`config.mk`:
```
export PLATFORM = sky130hd
export DESIGN_NAME = instruction_prefetch
export DESIGN_NICKNAME = d
export VERILOG_FILES = /design/src/rtl/cpu_pkg.sv /design/src/rtl/prefetch_fifo.sv /design/src/rtl/instruction_prefetch.sv
export SDC_FILE = /design/constraint.sdc
export NUM_CORES = 1
export LEC_CHECK = 0
export ABC_AREA = 1
export CAP_MARGIN = 0
export CORE_MARGIN = 5
export CORE_UTILIZATION = 55
export CTS_BUF_LIST = sky130_fd_sc_hd__clkbuf_2 sky130_fd_sc_hd__clkbuf_4 sky130_fd_sc_hd__clkbuf_8
export CTS_CLUSTER_DIAMETER = 40
export DETAILED_ROUTE_END_ITERATION = 7
export PLACE_DENSITY = 0.85
export SETUP_SLACK_MARGIN = 0.5
export SLEW_MARGIN = 20
export SYNTH_ARGS = -nofsm -noshare
export SYNTH_HDL_FRONTEND = slang
export SYNTH_SLANG_ARGS = --single-unit
```
`constraint.sdc`:
```
create_clock -name clk -period 15.95 [get_ports clk]
set_clock_uncertainty 0.15 [all_clocks]
set_input_delay 1.595 -clock clk [delete_from_list [all_inputs] [get_ports clk]]
set_output_delay 1.595 -clock clk [all_outputs]
set_load 0.03 [all_outputs]
```
`src/rtl/cpu_pkg.sv`:
```
// Shared CPU definitions: word width, PC step, NOP encoding
// and the {pc, word} bundle carried by the fetch queue.
package cpu_pkg;

  localparam int          WORD_W    = 32;
  localparam logic [31:0] PC_INC    = 32'd4;
  localparam logic [31:0] NOP_INSTR = 32'hE1A00000;

  typedef struct packed {
    logic [WORD_W-1:0] pc;
    logic [WORD_W-1:0] word;
  } fetch_entry_t;

  function automatic logic [WORD_W-1:0] align_word(
    input logic [WORD_W-1:0] a
  );
    return {a[WORD_W-1:2], 2'b00};
  endfunction

endpackage

```
`src/rtl/prefetch_fifo.sv`:
```
// Synchronous FIFO with push/pop/flush and reset-cleared storage.
// Flush wins over push and pop; pointers wrap naturally.
module prefetch_fifo #(
  parameter  int WIDTH = 64,
  parameter  int DEPTH = 4,
  localparam int AW    = $clog2(DEPTH),
  localparam int CW    = AW + 1
) (
  input  logic             clk,
  input  logic             rst_i,
  input  logic             push_i,
  input  logic             pop_i,
  input  logic             flush_i,
  input  logic [WIDTH-1:0] wdata_i,
  output logic [WIDTH-1:0] rdata_o,
  output logic             valid_o,
  output logic             full_o
);

  logic [WIDTH-1:0] mem_q [DEPTH];
  logic [AW-1:0]    wr_q, wr_d;
  logic [AW-1:0]    rd_q, rd_d;
  logic [CW-1:0]    cnt_q, cnt_d;

  // Pointer and occupancy next-state
  always_comb begin
    wr_d  = wr_q;
    rd_d  = rd_q;
    cnt_d = cnt_q;
    if (flush_i) begin
      wr_d  = '0;
      rd_d  = '0;
      cnt_d = '0;
    end else begin
      if (push_i) wr_d = wr_q + AW'(1);
      if (pop_i)  rd_d = rd_q + AW'(1);
      cnt_d = cnt_q + CW'(push_i) - CW'(pop_i);
    end
  end

  // Pointer/occupancy registers
  always_ff @(posedge clk) begin
    if (rst_i) begin
      wr_q  <= '0;
      rd_q  <= '0;
      cnt_q <= '0;
    end else begin
      wr_q  <= wr_d;
      rd_q  <= rd_d;
      cnt_q <= cnt_d;
    end
  end

  // Storage write; cleared on reset so the head reads zero
  always_ff @(posedge clk) begin
    if (rst_i) begin
      for (int i = 0; i < DEPTH; i++) mem_q[i] <= '0;
    end else if (push_i && !flush_i) begin
      mem_q[wr_q] <= wdata_i;
    end
  end

  assign rdata_o = mem_q[rd_q];
  assign valid_o = (cnt_q != '0);
  assign full_o  = (cnt_q == CW'(DEPTH));

endmodule

```
`src/rtl/instruction_prefetch.sv`:
```
// Fetch front-end: owns the fetch PC, captures memory words into
// the prefetch FIFO, and gives branch redirects priority.
module instruction_prefetch
  import cpu_pkg::*;
#(
  parameter int          DEPTH    = 4,
  parameter logic [31:0] RESET_PC = 32'h0000_0000
) (
  input  logic        clk,
  input  logic        fetch_reset,
  output logic [31:0] mem_address,
  input  logic [31:0] mem_read_data,
  input  logic        mem_grant,
  input  logic        branch_valid,
  input  logic [31:0] branch_target,
  output logic        instr_valid,
  output logic [31:0] instr,
  output logic [31:0] instr_pc,
  input  logic        instr_ready
);

  logic [31:0]  fetch_pc_q, fetch_pc_d;
  logic         push, pop, fifo_full;
  fetch_entry_t wr_entry, head;

  // A redirect cycle neither consumes nor captures
  assign pop  = instr_valid & instr_ready & ~branch_valid;
  assign push = mem_grant & ~branch_valid & (~fifo_full | pop);

  assign wr_entry.pc   = fetch_pc_q;
  assign wr_entry.word = mem_read_data;

  prefetch_fifo #(
    .WIDTH ($bits(fetch_entry_t)),
    .DEPTH (DEPTH)
  ) u_fifo (
    .clk     (clk),
    .rst_i   (fetch_reset),
    .push_i  (push),
    .pop_i   (pop),
    .flush_i (branch_valid),
    .wdata_i (wr_entry),
    .rdata_o (head),
    .valid_o (instr_valid),
    .full_o  (fifo_full)
  );

  // Fetch PC next-state: redirect, advance on capture, else hold
  always_comb begin
    fetch_pc_d = fetch_pc_q;
    if (branch_valid) begin
      fetch_pc_d = align_word(branch_target);
    end else if (push) begin
      fetch_pc_d = fetch_pc_q + PC_INC;
    end
  end

  // Fetch PC register
  always_ff @(posedge clk) begin
    if (fetch_reset) fetch_pc_q <= RESET_PC;
    else             fetch_pc_q <= fetch_pc_d;
  end

  assign mem_address = fetch_pc_q;
  assign instr       = head.word;
  assign instr_pc    = head.pc;

endmodule
```
# --- Word level (Yosys, flattened, before mapping) ---
# Memory sizes are Yosys's and may differ from the RTL's. A register that Yosys moved wholly into a read port is not among the register bits.
# Index checks and enable logic that the tools add are counted.
word_totals:
  reg_bits: 39
  output_inout_bits: 97
  word_cells: 37
  ram_bits: 256
  mem_count: 1
memory_table:
  columns: ["name", "depth", "word_bits", "read_ports", "rd_ports_with_merged_regs", "wr", "line_no", "text"]
  rows:
  - ["u_fifo.mem_q", 4, 64, 1, 1, 4, "prefetch_fifo.sv:20", "logic [WIDTH-1:0] mem_q [DEPTH];"]
classes:
  n_addsub: 5
  n_eq_ne: 1
  muxes: 12
  reduce_logical: 6
  bitwise: 7
op_table:
  columns: ["cell", "n"]
  rows:
  - ["two-way mux 32 bit", 2]
  - ["two-way mux 64 bit", 1]
  - ["OR reduction 64 bit", 1]
  - ["adder 32 x 3 -> 32 bit, second input constant", 1]
  - ["two-way mux 1 bit", 6]
  - ["two-way mux 2 bit", 3]
  - ["adder 2 x 1 -> 2 bit, second input constant", 2]
  - ["AND 1 bit", 4]
  - ["adder 3 x 1 -> 3 bit", 1]
  - ["== test 3 bit, second input constant", 1]
  - ["nonzero test 3 bit", 1]
  - ["subtractor 3 x 1 -> 3 bit", 1]
  - ["inverter 1 bit", 2]
  - ["nonzero test 2 bit", 1]
  - ["OR reduction 2 bit", 1]
  - ["logical AND 1 bit", 1]
  - ["zero test 1 bit", 1]
  - ["OR 1 bit", 1]

# --- Logic depth before layout (Yosys ltp) ---
logic_depth:
  word_depth: 11
  mapped_depth: 12
  depth_no_buf: 12

# --- Modules after synthesis ---
# A second synthesis with hierarchy kept.
hier_totals:
  cells_unflattened: 1588
  hier_area_um2: 14584.0
modules_own_cells:
  columns: ["module", "instances", "cells_each", "area_each_um2"]
  rows:
  - ["prefetch_fifo", 1, 1219, 12403.1]
  - ["instruction_prefetch", 1, 369, 2180.8]

# --- Least setup slack after synthesis ---
# OpenSTA, ideal clock, no wires.
synth_timing:
  kind: "input to register"
  startpoint: "input mem_grant"
  endpoint: "memory u_fifo.mem_q[3][0], enable pin"
  path_stages: 6
  n_path_buf: 0
  setup_time_ps: 568
  setup_slack_ps: 8782
  t_arrival_ps: 6451
  path_cell_list: "inv_1 > nor2_2 > nand2_4 > inv_2 > nand2_1 > o21ai_0"
synth_lines:
  columns: ["item", "line_no", "text"]
  rows:
  - ["start: declaration", "instruction_prefetch.sv:13", "input logic mem_grant,"]
  - ["end: declaration", "prefetch_fifo.sv:20", null]

==> summary.txt <==
Drt
  • Routed WL: 32.86 mm
  • Final ANT Viol Nets: 0
  • DR DRC count: 0
  • Vias/cell: 5.543
  • Pre-antenna DRT Iters: 6
  • Routed len/inst: 17.64 um
  • Routed vias: 10,330
  • Iteration-0 DRC Markers: 1,130

Clock network
  • Root Driver: clkbuf_8
  • Num Clock Sinks: 287
  • CTS tree: done
  • # Post-CTS Setup Buffers: 0
  • Later-pin clock latency in the skew report: 0.56 ns
  • Cts repair resizes: 0
  • Clk buf depth: 3
  • H-tree Lvls: 2
  • Hold Buf Count CTS: 0
  • Clock transition at path regs: 0.06 ns
  • Total CTS buffers: 48

Run
  • Max_cap viols: 0

STA
  • Fmax: 0.1877 GHz
  • Pins Over Slew Limit: 0
  • # setup viols final: 0
  • Fin crit period: 5.326 ns
  • Setup TNS Final: 0 ns
  • Final hold violation count: 0
  • RSZ-0062 raised after global routing: no
  • Actual slew at the worst max-slew pin: 1.042 ns
  • Fin Hold WS: 0.4023 ns
  • Relative slew slack: 30.53%
  • Fin crit share: 33.39%

Status
  • Status: finished, final reports clean

GRT
  • GRT overflow: 0
  • Vias in the first global route: 10,210
  • Largest net degree at the start of global routing: 125
  • GRT Util Overall: 24.09%
  • First-pass GRT wire length: 51.56 mm
  • Initial antenna violation count: 0

Floorplanning
  • Full die area: 26,840 um^2
  • Chip height: 163.8 um
  • Chip width: 163.8 um
  • Starting Density: 55.61%
  • Cell row count: 56
  • Num ports: 166
  • Core Area: 23,400 um^2

Power
  • Flop pwr share: 51.6%
  • Sw Pwr: 411.2 uW
  • Clock share of power: 39.1%
  • Int Pwr: 1268 uW
  • Worst VDD drop: 0.00005960 V
  • PD cells: 106.7 nW/um^2
  • Logic pwr share: 9.3%
  • Switching part of the total: 24.49%
  • P_leak: 0.006179 uW

Synthesis
  • Avg Inst Size Synth: 9.528 um^2
  • Synth Instances: 1,366
  • Seq/Total Area, Yosys: 63.22%
  • Cell taking the most area after synthesis: edfxtp_1
  • YS warnings: 0
  • Post-synth EDFFs: 248
  • Yosys top cell area share: 57.22%
  • Post-Synthesis Cell Area: 13,010 um^2
  • Most common cell in the netlist: nor2_1
  • Cell variety after synth: 33
  • Top post-synthesis cells by area: edfxtp_1, nor2_1, dfxtp_1
  • #FFs+latches synth: 287
  • Synth async-reset ratio: 0%
  • Synth top cells by count: nor2_1, edfxtp_1, nand2_1
  • Most used DFF post-synth: edfxtp_1

Final layout
  • Layout cells sized above 1: 8.031%
  • Finished Cell Area: 15,740 um^2
  • Antenna diode count: 0
  • Cell Count, Final, Fillers Out: 1,863
  • Synth-to-Final Area Change: 20.91%
  • Net count, final: 1,580

Setup path
  • Crit path kind: register to primary output
  • CP max FO: 63
  • Reg2Reg Setup Slack: 12.82 ns
  • CP endpoint kind: primary output
  • Worst Setup Start Kind: register
  • Arrival time at the worst endpoint: 3.58 ns
  • Required @ worst endpoint: 14.21 ns

Place
  • Port-buffer cells: 159
  • Placed cells: 1,776
  • GP Congestion: 0.8968
  • Post-place instance area: 14,760 um^2
  • Hpwl dp: 18.68 mm

Min path
  • Tightest Hold Check Type: register to register
stage by stage:
stage | utilization, % | setup WS (ns) | power [uW]
2_1_floorplan | - | 8.782 | 965.9
3_3_place_gp | 63.07 | 11.04 | 1034
3_5_place_dp | 63.07 | 11.01 | 1037
4_1_cts | 67.22 | 10.73 | 1685
5_1_grt | 67.24 | 10.44 | 1733
6_report | 67.24 | 10.62 | 1679
power by group through the flow:
stage                     Clock (uW)  Combinational, uW  Sequential (uW)
final                            656                157              866
after global routing             697                168              869
after CTS                        662                158              865
after detailed placement           0                157              881
after global placement             0                155              879
after floorplan                    0               78.8              887
cell usage in the layout, fill, tap and decap left out, drive strengths merged:
cell | synthesis | layout
a21oi | 22 | 22
a22oi | 2 | 2
a31oi | 3 | 3
buf | 41 | 11
bufinv | 0 | 2
clkbuf | 41 | 66
clkdlybuf4s50 | 0 | 159
clkinv | 0 | 17
clkinvlp | 0 | 2
conb | 1 | 4
dfxtp | 39 | 39
edfxtp | 248 | 248
fa | 1 | 1
ha | 3 | 3
inv | 133 | 133
nand2 | 190 | 190
nand3 | 39 | 39
nand4 | 6 | 6
nor2 | 358 | 358
nor3 | 5 | 5
nor3b | 4 | 4
o211ai | 2 | 2
o21ai | 159 | 159
o22ai | 62 | 62
or2 | 1 | 1
xnor2 | 1 | 1
xor2 | 5 | 5
final cells by class:
class | count | area [um^2]
Fill cell | 1823 | 7666
Timing Repair Buffer | 170 | 1678
Clock buffer | 66 | 808.3
Clock inverter | 21 | 163.9
Sequential cell | 287 | 8233
Inverter | 133 | 501.7
Tap cell | 319 | 399.1
Multi-Input combinational cell | 867 | 3953
flip-flops by register name (all words and copies together), names as in the netlist, named ones only:
| register | flops |
|---|---|
| u_fifo.mem_q | 248 |
| mem_address | 30 |
| u_fifo.cnt_q | 3 |
| u_fifo.rd_q | 2 |
| u_fifo.wr_q | 2 |
metal layers:
layer | share of wire, % | wire length (um) | global-route usage [%]
met1 | 40 | 13000 | 31.85
met2 | 50 | 16300 | 41.45
met3 | 8.9 | 2923 | 4.065
met4 | 1.9 | 638 | 6.672
met5 | 0 | 0 | 0
cells by family (layout without fill, tap and decap cells):
logic type      count (synthesis)  after routing  synth area share (%)
simple gates                  603            603                 18.78
xor+xnor                        6              6                0.4038
fa+ha+maj                       4              4                0.4423
compound gates                250            250                 10.32
flops                         287            287                 63.22
buf+inv                       215            390                 6.806
other cells                     1              4               0.02881
critical path, cell delays in order, from the launching register on:
cell	delay (ns)
dfxtp_2	0.31
buf_4	0.52
clkinv_2	0.96
o21ai_0	0.36
o22ai_1	0.17
clkdlybuf4s50_1	0.63
final timing paths:
check / end / startpoint / cells past startpoint
max: instr_pc[17] / register / 5
min: register / u_fifo.rd_q[1] / 3
max reg2reg: u_fifo.mem_q[2][22] / u_fifo.cnt_q[1] / 7
min reg2reg: register / u_fifo.rd_q[1] / 3
No activity file was read; power rests on OpenSTA's default activity.
